<file path="src/rtl/comb1_pkg.sv">
// -----------------------------------------------------------------------------
// comb1_pkg
// Shared constants for the comb1 lamp/alarm decision block.
//   TT_DEFAULT           default truth table, gives L = (D & X) | A
//   IDX_D / IDX_X / IDX_A bit positions of each input in the table index
//   IDX_W                width of the table index
//   SYNC_STAGES_DEFAULT  default synchronizer depth (legal range 1..4)
//   CNT_W_DEFAULT        default activation counter width
// Helper functions build the table index and perform the table lookup.
// -----------------------------------------------------------------------------
package comb1_pkg;

    localparam logic [7:0]  TT_DEFAULT          = 8'hEA;

    localparam int unsigned IDX_D               = 32'd2;
    localparam int unsigned IDX_X               = 32'd1;
    localparam int unsigned IDX_A               = 32'd0;
    localparam int unsigned IDX_W               = 32'd3;

    localparam int unsigned SYNC_STAGES_DEFAULT = 32'd2;
    localparam int unsigned CNT_W_DEFAULT       = 32'd8;

    // Place the three level inputs at their fixed index positions.
    function automatic logic [IDX_W-1:0] pack_idx(
        input logic d,
        input logic x,
        input logic a
    );
        logic [IDX_W-1:0] idx;
        idx        = 3'b000;
        idx[IDX_D] = d;
        idx[IDX_X] = x;
        idx[IDX_A] = a;
        return idx;
    endfunction

    // Select one bit of the 8-entry truth table.
    function automatic logic tt_lookup(
        input logic [7:0]       tt,
        input logic [IDX_W-1:0] idx
    );
        return tt[idx];
    endfunction

endpackage

</file>
<file path="src/rtl/comb1_sync.sv">
// -----------------------------------------------------------------------------
// comb1_sync
// N-stage, W-bit flop synchronizer with synchronous active-high reset.
// All bits share one chain, so a bus that changes together emerges together
// (bits with skew near an edge may still arrive one cycle apart).
// Ports:
//   clk  rising-edge clock
//   rst  synchronous active-high reset, clears every stage
//   d    asynchronous input bus (W bits)
//   q    synchronized output bus, N clk edges behind d
// -----------------------------------------------------------------------------
module comb1_sync #(
    parameter int unsigned N = 32'd2,
    parameter int unsigned W = 32'd1
) (
    input  logic         clk,
    input  logic         rst,
    input  logic [W-1:0] d,
    output logic [W-1:0] q
);

    // Stages are packed LSB-first: stage 0 occupies [W-1:0], the last stage
    // occupies the top W bits.
    logic [N*W-1:0] chain_r;

    if (N == 32'd1) begin : g_single
        // Single-stage capture of the asynchronous bus.
        always_ff @(posedge clk) begin
            if (rst) begin
                chain_r <= '0;
            end else begin
                chain_r <= d;
            end
        end
    end else begin : g_multi
        // Shift the bus one stage deeper each clock.
        always_ff @(posedge clk) begin
            if (rst) begin
                chain_r <= '0;
            end else begin
                chain_r <= {chain_r[(N-1)*W-1:0], d};
            end
        end
    end

    assign q = chain_r[N*W-1 -: W];

endmodule

</file>
<file path="src/rtl/comb1_core.sv">
// -----------------------------------------------------------------------------
// comb1_core
// Registered 3-input lamp/alarm decision block. D, X and A are synchronized,
// combined into a 3-bit index {D,X,A} (D is the MSB) and looked up in the
// truth table TT. The result is registered onto L; a saturating counter
// tracks how many times L has gone from 0 to 1.
//
// Parameters:
//   SYNC_STAGES  synchronizer depth per input (1..4); L lags an input change
//                by SYNC_STAGES+1 clk edges
//   TT           truth table, L_func = TT[{D,X,A}]
//   CNT_W        width of the activation counter
//
// Ports:
//   clk    rising-edge clock for all state
//   rst    synchronous active-high reset (clears syncs, L and l_cnt)
//   D/X/A  asynchronous level inputs (index bits 2/1/0)
//   clr    (COMB1_STICKY_EN only) clears the latched lamp; must be
//          synchronous to clk
//   L      registered lamp output
//   l_cnt  saturating count of L rising edges
//
// Build option:
//   COMB1_STICKY_EN  when defined, L latches 1 until clr is asserted; a
//                    simultaneous set (f=1) wins over clr.
// -----------------------------------------------------------------------------
module comb1_core
    import comb1_pkg::*;
#(
    parameter int unsigned SYNC_STAGES = SYNC_STAGES_DEFAULT,
    parameter logic [7:0]  TT          = TT_DEFAULT,
    parameter int unsigned CNT_W       = CNT_W_DEFAULT
) (
    input  logic             clk,
    input  logic             rst,
    input  logic             D,
    input  logic             X,
    input  logic             A,
`ifdef COMB1_STICKY_EN
    input  logic             clr,
`endif
    output logic             L,
    output logic [CNT_W-1:0] l_cnt
);

    localparam logic [CNT_W-1:0] CNT_MAX = {CNT_W{1'b1}};
    localparam logic [CNT_W-1:0] CNT_ONE = CNT_W'(1'b1);

    logic [IDX_W-1:0] raw_idx_s;
    logic [IDX_W-1:0] sync_idx_s;
    logic             f_s;
    logic             l_next_s;
    logic             rise_s;
    logic [CNT_W-1:0] cnt_next_s;

    // l_r is the lamp register; its current value is also the "previous L"
    // used for edge detection, so no separate copy is kept.
    logic             l_r;
    logic [CNT_W-1:0] cnt_r;

    // Gather the raw inputs into table-index order.
    always_comb begin
        raw_idx_s = pack_idx(D, X, A);
    end

    // One shared chain keeps the three inputs aligned cycle-for-cycle.
    comb1_sync #(
        .N (SYNC_STAGES),
        .W (IDX_W)
    ) u_sync (
        .clk (clk),
        .rst (rst),
        .d   (raw_idx_s),
        .q   (sync_idx_s)
    );

    // Truth-table lookup on the synchronized index.
    always_comb begin
        f_s = tt_lookup(TT, sync_idx_s);
    end

    // Next lamp value: follow f, or latch until cleared in the sticky build.
    always_comb begin
        l_next_s = 1'b0;
`ifdef COMB1_STICKY_EN
        // Set has priority: f=1 keeps or raises L even while clr is high.
        l_next_s = f_s | (l_r & ~clr);
`else
        l_next_s = f_s;
`endif
    end

    // Count a 0->1 lamp transition, holding at the maximum instead of wrapping.
    always_comb begin
        rise_s     = l_next_s & ~l_r;
        cnt_next_s = cnt_r;
        if (rise_s && (cnt_r != CNT_MAX)) begin
            cnt_next_s = cnt_r + CNT_ONE;
        end else begin
            cnt_next_s = cnt_r;
        end
    end

    // Lamp and counter registers, updated on the same edge.
    always_ff @(posedge clk) begin
        if (rst) begin
            l_r   <= 1'b0;
            cnt_r <= '0;
        end else begin
            l_r   <= l_next_s;
            cnt_r <= cnt_next_s;
        end
    end

    assign L     = l_r;
    assign l_cnt = cnt_r;

endmodule

</file>
<file path="config.mk">
export PLATFORM = sky130hd
export DESIGN_NAME = comb1_core
export DESIGN_NICKNAME = d
export VERILOG_FILES = /design/src/rtl/comb1_pkg.sv /design/src/rtl/comb1_sync.sv /design/src/rtl/comb1_core.sv
export SDC_FILE = /design/constraint.sdc
export NUM_CORES = 1
export LEC_CHECK = 0
export ABC_AREA = 1
export CORE_MARGIN = 10
export CORE_UTILIZATION = 45
export CTS_BUF_LIST = sky130_fd_sc_hd__clkbuf_16
export DETAILED_ROUTE_END_ITERATION = 8
export PLACE_DENSITY = 0.73
export SYNTH_ARGS = -nofsm -noshare
export SYNTH_HDL_FRONTEND = slang
export SYNTH_SLANG_ARGS = --single-unit
</file>
<file path="constraint.sdc">
create_clock -name clk -period 1.85 [get_ports clk]
set_clock_uncertainty 0.15 [all_clocks]
set_input_delay 0.2775 -clock clk [delete_from_list [all_inputs] [get_ports clk]]
set_output_delay 0.2775 -clock clk [all_outputs]
set_load 0.03 [all_outputs]
</file>
==> results of run 1 <==
-- synthesized netlist by cell type --
master,instances,area [um2]
clkinv_1,1,3.75
nand4_1,1,6.26
nand3_1,6,30.0
nor3_1,1,5.00
a21oi_2,1,8.76
a21oi_1,4,20.0
nor2_2,3,18.8
inv_2,1,3.75
nor2_1,20,75.1
dfxtp_1,13,260
o21ai_1,2,10.0
inv_1,13,48.8
nand2_4,3,33.8
ha_1,1,12.5
nand2_1,16,60.1
nor2_4,1,11.3
-- flip-flops by register name, indices dropped and copies added (netlist names) --
register        count
l_cnt               8
u_sync.chain_r      3
L                   1
f_s                 1
-- final cells by class --
type	instances	share of cell area (%)
repair buffers	13	15.8
clock buffers	3	8.94
inverters	15	6.71
flip-flops and latches	13	31.0
well taps	15	2.24
multi-input cells	59	34.7
clock inverters	1	0.596
-- layer usage --
metal / vias to the layer above / global-route usage (%)
met2: 11 / 13.3
li1: 301 / -
met4: 0 / 3.02
met1: 240 / 7.49
met3: 4 / 5.84
met5: - / 0
-- cells by family (layout without fill, tap and decap cells) --
group / after synthesis / after routing
AND/OR/NAND/NOR: 51 / 51
buffers and inverters: 15 / 32
flip-flops: 13 / 13
AO/OA/AOI/OAI: 7 / 7
adder cells (fa/ha/maj): 1 / 1
-- power by group --
group          internal, mW  total [mW]  switching (mW)
registers             0.289       0.295         0.00561
clock network         0.288       0.417           0.129
logic                0.0219      0.0471          0.0253
-- timing repair --
| action | 4_1_cts | 5_1_grt |
|---|---|---|
| hold buffers | 0 | 0 |
| gates resized for setup | 0 | 1 |
| hold endpoints to repair | 0 | 0 |
| setup endpoints to repair | 0 | 1 |
-- through the flow --
stage          setup WS, ps  hold WS, ps  std cells
2_1_floorplan           318          199         87
3_3_place_gp            304          286        115
3_5_place_dp            278          295        115
4_1_cts                14.8          316        119
5_1_grt                7.07          335        119
6_report               64.7          299        119
-- worst paths after layout --
kind | slack, ps | endpoint | cells after the start | start
setup reg to reg | 430 | l_cnt[1] | 8 | l_cnt[0]
hold / removal | 300 | f_s | 2 | u_sync.chain_r[0]
setup / recovery | 60 | l_cnt[3] | 1 | l_cnt[3]
hold reg to reg | 300 | f_s | 2 | u_sync.chain_r[0]
==> flow_summary_export.csv, run 1 <==
group,metric,value,unit
outcome,status,"complete, no violations",
clocking,cts_tree,"built",
route,viasPerCell,4.67,
cells_and_area,drive_gt1_share,12.5,%
floorplan,die-area,0.00322,mm2
synth,synthCells,87,
cells_and_area,final_cell_area,840,um2
hold_path,worstHoldPathType,"reg2reg",
cells_and_area,fillerInstances,120,
clocking,clock_path_buffers,2,
placement,dp_hpwl,953,um
setup_path,crit_path_cell_trace,"clkdlybuf4s50_1",
sta,final.setup.tns,0,ps
flow_run,drv_cap,0,
synth,synth_compound_area_share,6.38,%
sta,max_freq,0.560,GHz
placement,io_buffers,13,
route,firstDrtPassIters,4,
synth,synth_seq_area_share,42.8,%
clocking,cts-root-buf,"clkbuf_16",
route,drt-met1-wl,529,um
power_and_ir_drop,powerDensity,903,mW/mm2
sta,slew_headroom,77.8,%
floorplan,row_count,13,
grt,grt_pass1_vias,483,
clocking,numClockSinks,13,
floorplan,fp.dieW,56.8,um
sta,finalCritPeriodShare,96.5,%
setup_path,path_max_fanout,6,
setup_path,crit_path_top_delay_cell,"clkdlybuf4s50_1",
cells_and_area,seqCellArea,260,um2
synth,synth_xor_area_share,0,%
sta,worst_pin_slew,332,ps
grt,grt_max_degree,10,
setup_path,path_class,"reg2out",
synth,netlist_area,608,um2
setup_path,arrival,1360,ps
setup_path,cp-end-kind,"output port",
route,route.met2.wl,612,um
sta,rsz0062_at_grt,"false",
cells_and_area,mostFrequentLayoutCells,"nor2_1 (20), nand2_1 (16), dfxtp_1 (13), inv_1 (13), clkdlybuf4s50_1 (12)",
floorplan,coreArea,0.00128,mm2
synth,synth_cell_types,16,
route,drt_iter0_drc,6,
cells_and_area,area_growth,38.1,%
grt,grt_pass1_wl,2030,um
floorplan,ios,14,
sta,slew_violations,0,
clocking,h-tree-depth,1,
route,ant_nets,0,
cells_and_area,fin_nets,111,
synth,synthSimpleGateAreaFrac,39.5,%
grt,grt.overflow.total,0,
route,wl_per_cell,10.7,um
sta,period_minus_slack,1790,ps
power_and_ir_drop,ir_drop,0.000633,V
setup_path,crit_buf_inv,1,
setup_path,crit_required,1420,ps
route,remaining_drc_errors,0,
grt,track_usage,8.04,%
synth,synth_top_family_by_area,"simple AND/OR/NAND/NOR gates",
synth,syn_avg_cell_area,6.99,um2
clocking,clk_pin_slew,50,ps
route,met3WireLength,107,um
sta,hold_violations,0,
floorplan,initial_core_util,47.3,%
cells_and_area,multi_input_area,292,um2
route,top_layer,"met4",
cells_and_area,n_antenna_cell,0,
grt,grt_antenna_before_repair,0,
clocking,postCtsSetupRepairBufs,0,
clocking,clk_latency,250,ps
placement,globalplace.congestion,0.772,
sta,setup-violations-final,0,
synth,ys.warnings.count,0,
floorplan,dieHeight,56.8,um
cells_and_area,post-route-util,65.3,%
setup_path,critPathMaxStageDelay,700,ps
cells_and_area,final_common_cell,"nor2_1",
placement,place_area,757,um2
synth,synth_seq_cells,13,
clocking,tritoncts.num_buffers,3,
route,vias,556,
power_and_ir_drop,power.total,0.758,mW
route,wl,1280,um
power_and_ir_drop,p_leak,0.388,nW
synth,syn_nets,93,
synth,synthMuxAreaShare,0,%
synth,synthAdderAreaFrac,2.06,%
setup_path,cpLargestDelayFamily,"buffers and inverters",
setup_path,startpoint_type,"flop",
No activity file was read; power rests on OpenSTA's default activity.
==> run 2, diff against run 1 <==
MAX_ROUTING_LAYER = met4   (was unset)
SLEW_MARGIN = 5   (was unset)
==> run 2 against run 1 <==
  * Global-route usage is 0.21 points higher
  * Sequential share of layout area unchanged
  * Register-to-register slack hardly changed
  * Cell count unchanged
  * Sequential cell count did not move
  * Critical endpoint unchanged
  * Largest power group unchanged
  * Fmax about the same
==> flow_summary_export.csv, run 2 (same netlist as run 1, synthesis figures left out) <==
group,metric,value,unit
outcome,status,"complete, no violations",
route,drt-met1-wl,556,um
grt,track_usage,8.25,%
grt,grt_antenna_before_repair,0,
route,remaining_drc_errors,0,
power_and_ir_drop,p_leak,0.388,nW
clocking,clk_pin_slew,50,ps
sta,rsz0062_at_grt,"false",
setup_path,arrival,1360,ps
setup_path,crit_path_top_delay_cell,"clkdlybuf4s50_1",
floorplan,row_count,13,
setup_path,cpLargestDelayFamily,"buffers and inverters",
power_and_ir_drop,powerDensity,903,mW/mm2
placement,globalplace.congestion,0.782,
sta,final.setup.tns,0,ps
route,met3WireLength,81,um
sta,setup-violations-final,0,
cells_and_area,drive_gt1_share,12.5,%
cells_and_area,largest_register_ffs,8,
sta,finalCritPeriodShare,96.5,%
route,viasPerCell,4.67,
setup_path,crit_buf_inv,1,
clocking,h-tree-depth,1,
sta,fin_ws,64.8,ps
clocking,cts_hold_buf,0,
floorplan,dieHeight,56.8,um
setup_path,path_class,"reg2out",
floorplan,fp.dieW,56.8,um
route,firstDrtPassIters,4,
floorplan,ios,14,
cells_and_area,fin_nets,111,
grt,grt.overflow.total,0,
route,wl,1280,um
cells_and_area,area_growth,38.1,%
cells_and_area,final_common_cell,"nor2_1",
sta,slew_violations,0,
setup_path,startpoint_type,"flop",
flow_run,drv_cap,0,
route,ant_nets,0,
cells_and_area,fillerInstances,120,
cells_and_area,seqCellArea,260,um2
setup_path,crit_required,1420,ps
placement,dp.cells,115,
grt,grt_pass1_vias,483,
clocking,clock_path_buffers,2,
sta,max_freq,0.560,GHz
clocking,tritoncts.num_buffers,3,
sta,hold_ws,299,ps
setup_path,crit_path_cell_trace,"clkdlybuf4s50_1",
sta,period_minus_slack,1790,ps
route,top_layer,"met4",
route,route.met2.wl,611,um
clocking,cts-root-buf,"clkbuf_16",
route,wl_per_cell,10.7,um
cells_and_area,n_antenna_cell,0,
placement,pre_cts_slack,278,ps
placement,dp_hpwl,953,um
sta,hold_violations,0,
route,vias,556,
clocking,numClockSinks,13,
floorplan,coreArea,0.00128,mm2
cells_and_area,instances_no_fill,119,
power_and_ir_drop,ir_drop,0.000633,V
floorplan,die-area,0.00322,mm2
placement,io_buffers,13,
cells_and_area,mostFrequentLayoutCells,"nor2_1 (20), nand2_1 (16), dfxtp_1 (13), inv_1 (13), clkdlybuf4s50_1 (12)",
setup_path,critPathMaxStageDelay,700,ps
hold_path,worstHoldPathType,"reg2reg",
floorplan,initial_core_util,47.3,%
grt,grt_pass1_wl,2040,um
sta,worst_pin_slew,332,ps
grt,grt_max_degree,10,
clocking,clk_latency,250,ps
sta,slew_headroom,77.8,%
cells_and_area,multi_input_area,292,um2
setup_path,cp-end-kind,"output port",
setup_path,path_max_fanout,6,
route,drt_iter0_drc,6,
power_and_ir_drop,power.total,0.758,mW
clocking,cts_tree,"built",
run 2: cell counts in the layout (fill, tap and decap cells not counted):
No cell type changed its count.
run 2: timing repair:
action                                  4_1_cts  5_1_grt
buffers inserted                              0        0
resized for setup                             0        1
endpoints found under the setup margin        0        1
run 2: final timing paths:
| check | from | end | slack [ps] | depth (start not counted) |
|---|---|---|---|---|
| min reg2reg | u_sync.chain_r[0] | f_s | 300 | 2 |
| max | l_cnt[3] | l_cnt[3] | 60 | 1 |
| max reg2reg | l_cnt[0] | l_cnt[1] | 430 | 8 |
| min | u_sync.chain_r[0] | f_s | 300 | 2 |
run 2: layout make-up:
class	count	area share [%]
Clock buffer	3	8.94
Tap cell	15	2.24
Timing Repair Buffer	13	15.8
Clock inverter	1	0.596
Multi-Input combinational cell	59	34.7
Sequential cell	13	31.0
Inverter	15	6.71
run 2: report_power, final:
| part | total [mW] | internal, mW | switching [mW] |
|---|---|---|---|
| Combinational | 0.0471 | 0.0219 | 0.0253 |
| Sequential | 0.295 | 0.289 | 0.00561 |
| Clock | 0.417 | 0.288 | 0.129 |
| Total | 0.758 | 0.599 | 0.159 |
run 2: per-stage QoR:
stage               util [%]  instance area [um2]
detailed placement      58.9                  757
global placement        58.9                  757
CTS                     65.1                  837
floorplan                  -                  608
global route            65.3                  840
finish                  65.3                  840
run 2: metal layers:
layer,GRT usage (%),vias up
li1,-,301
met1,7.87,240
met2,13.3,11
met3,5.17,4
met4,3.02,0
met5,-,-
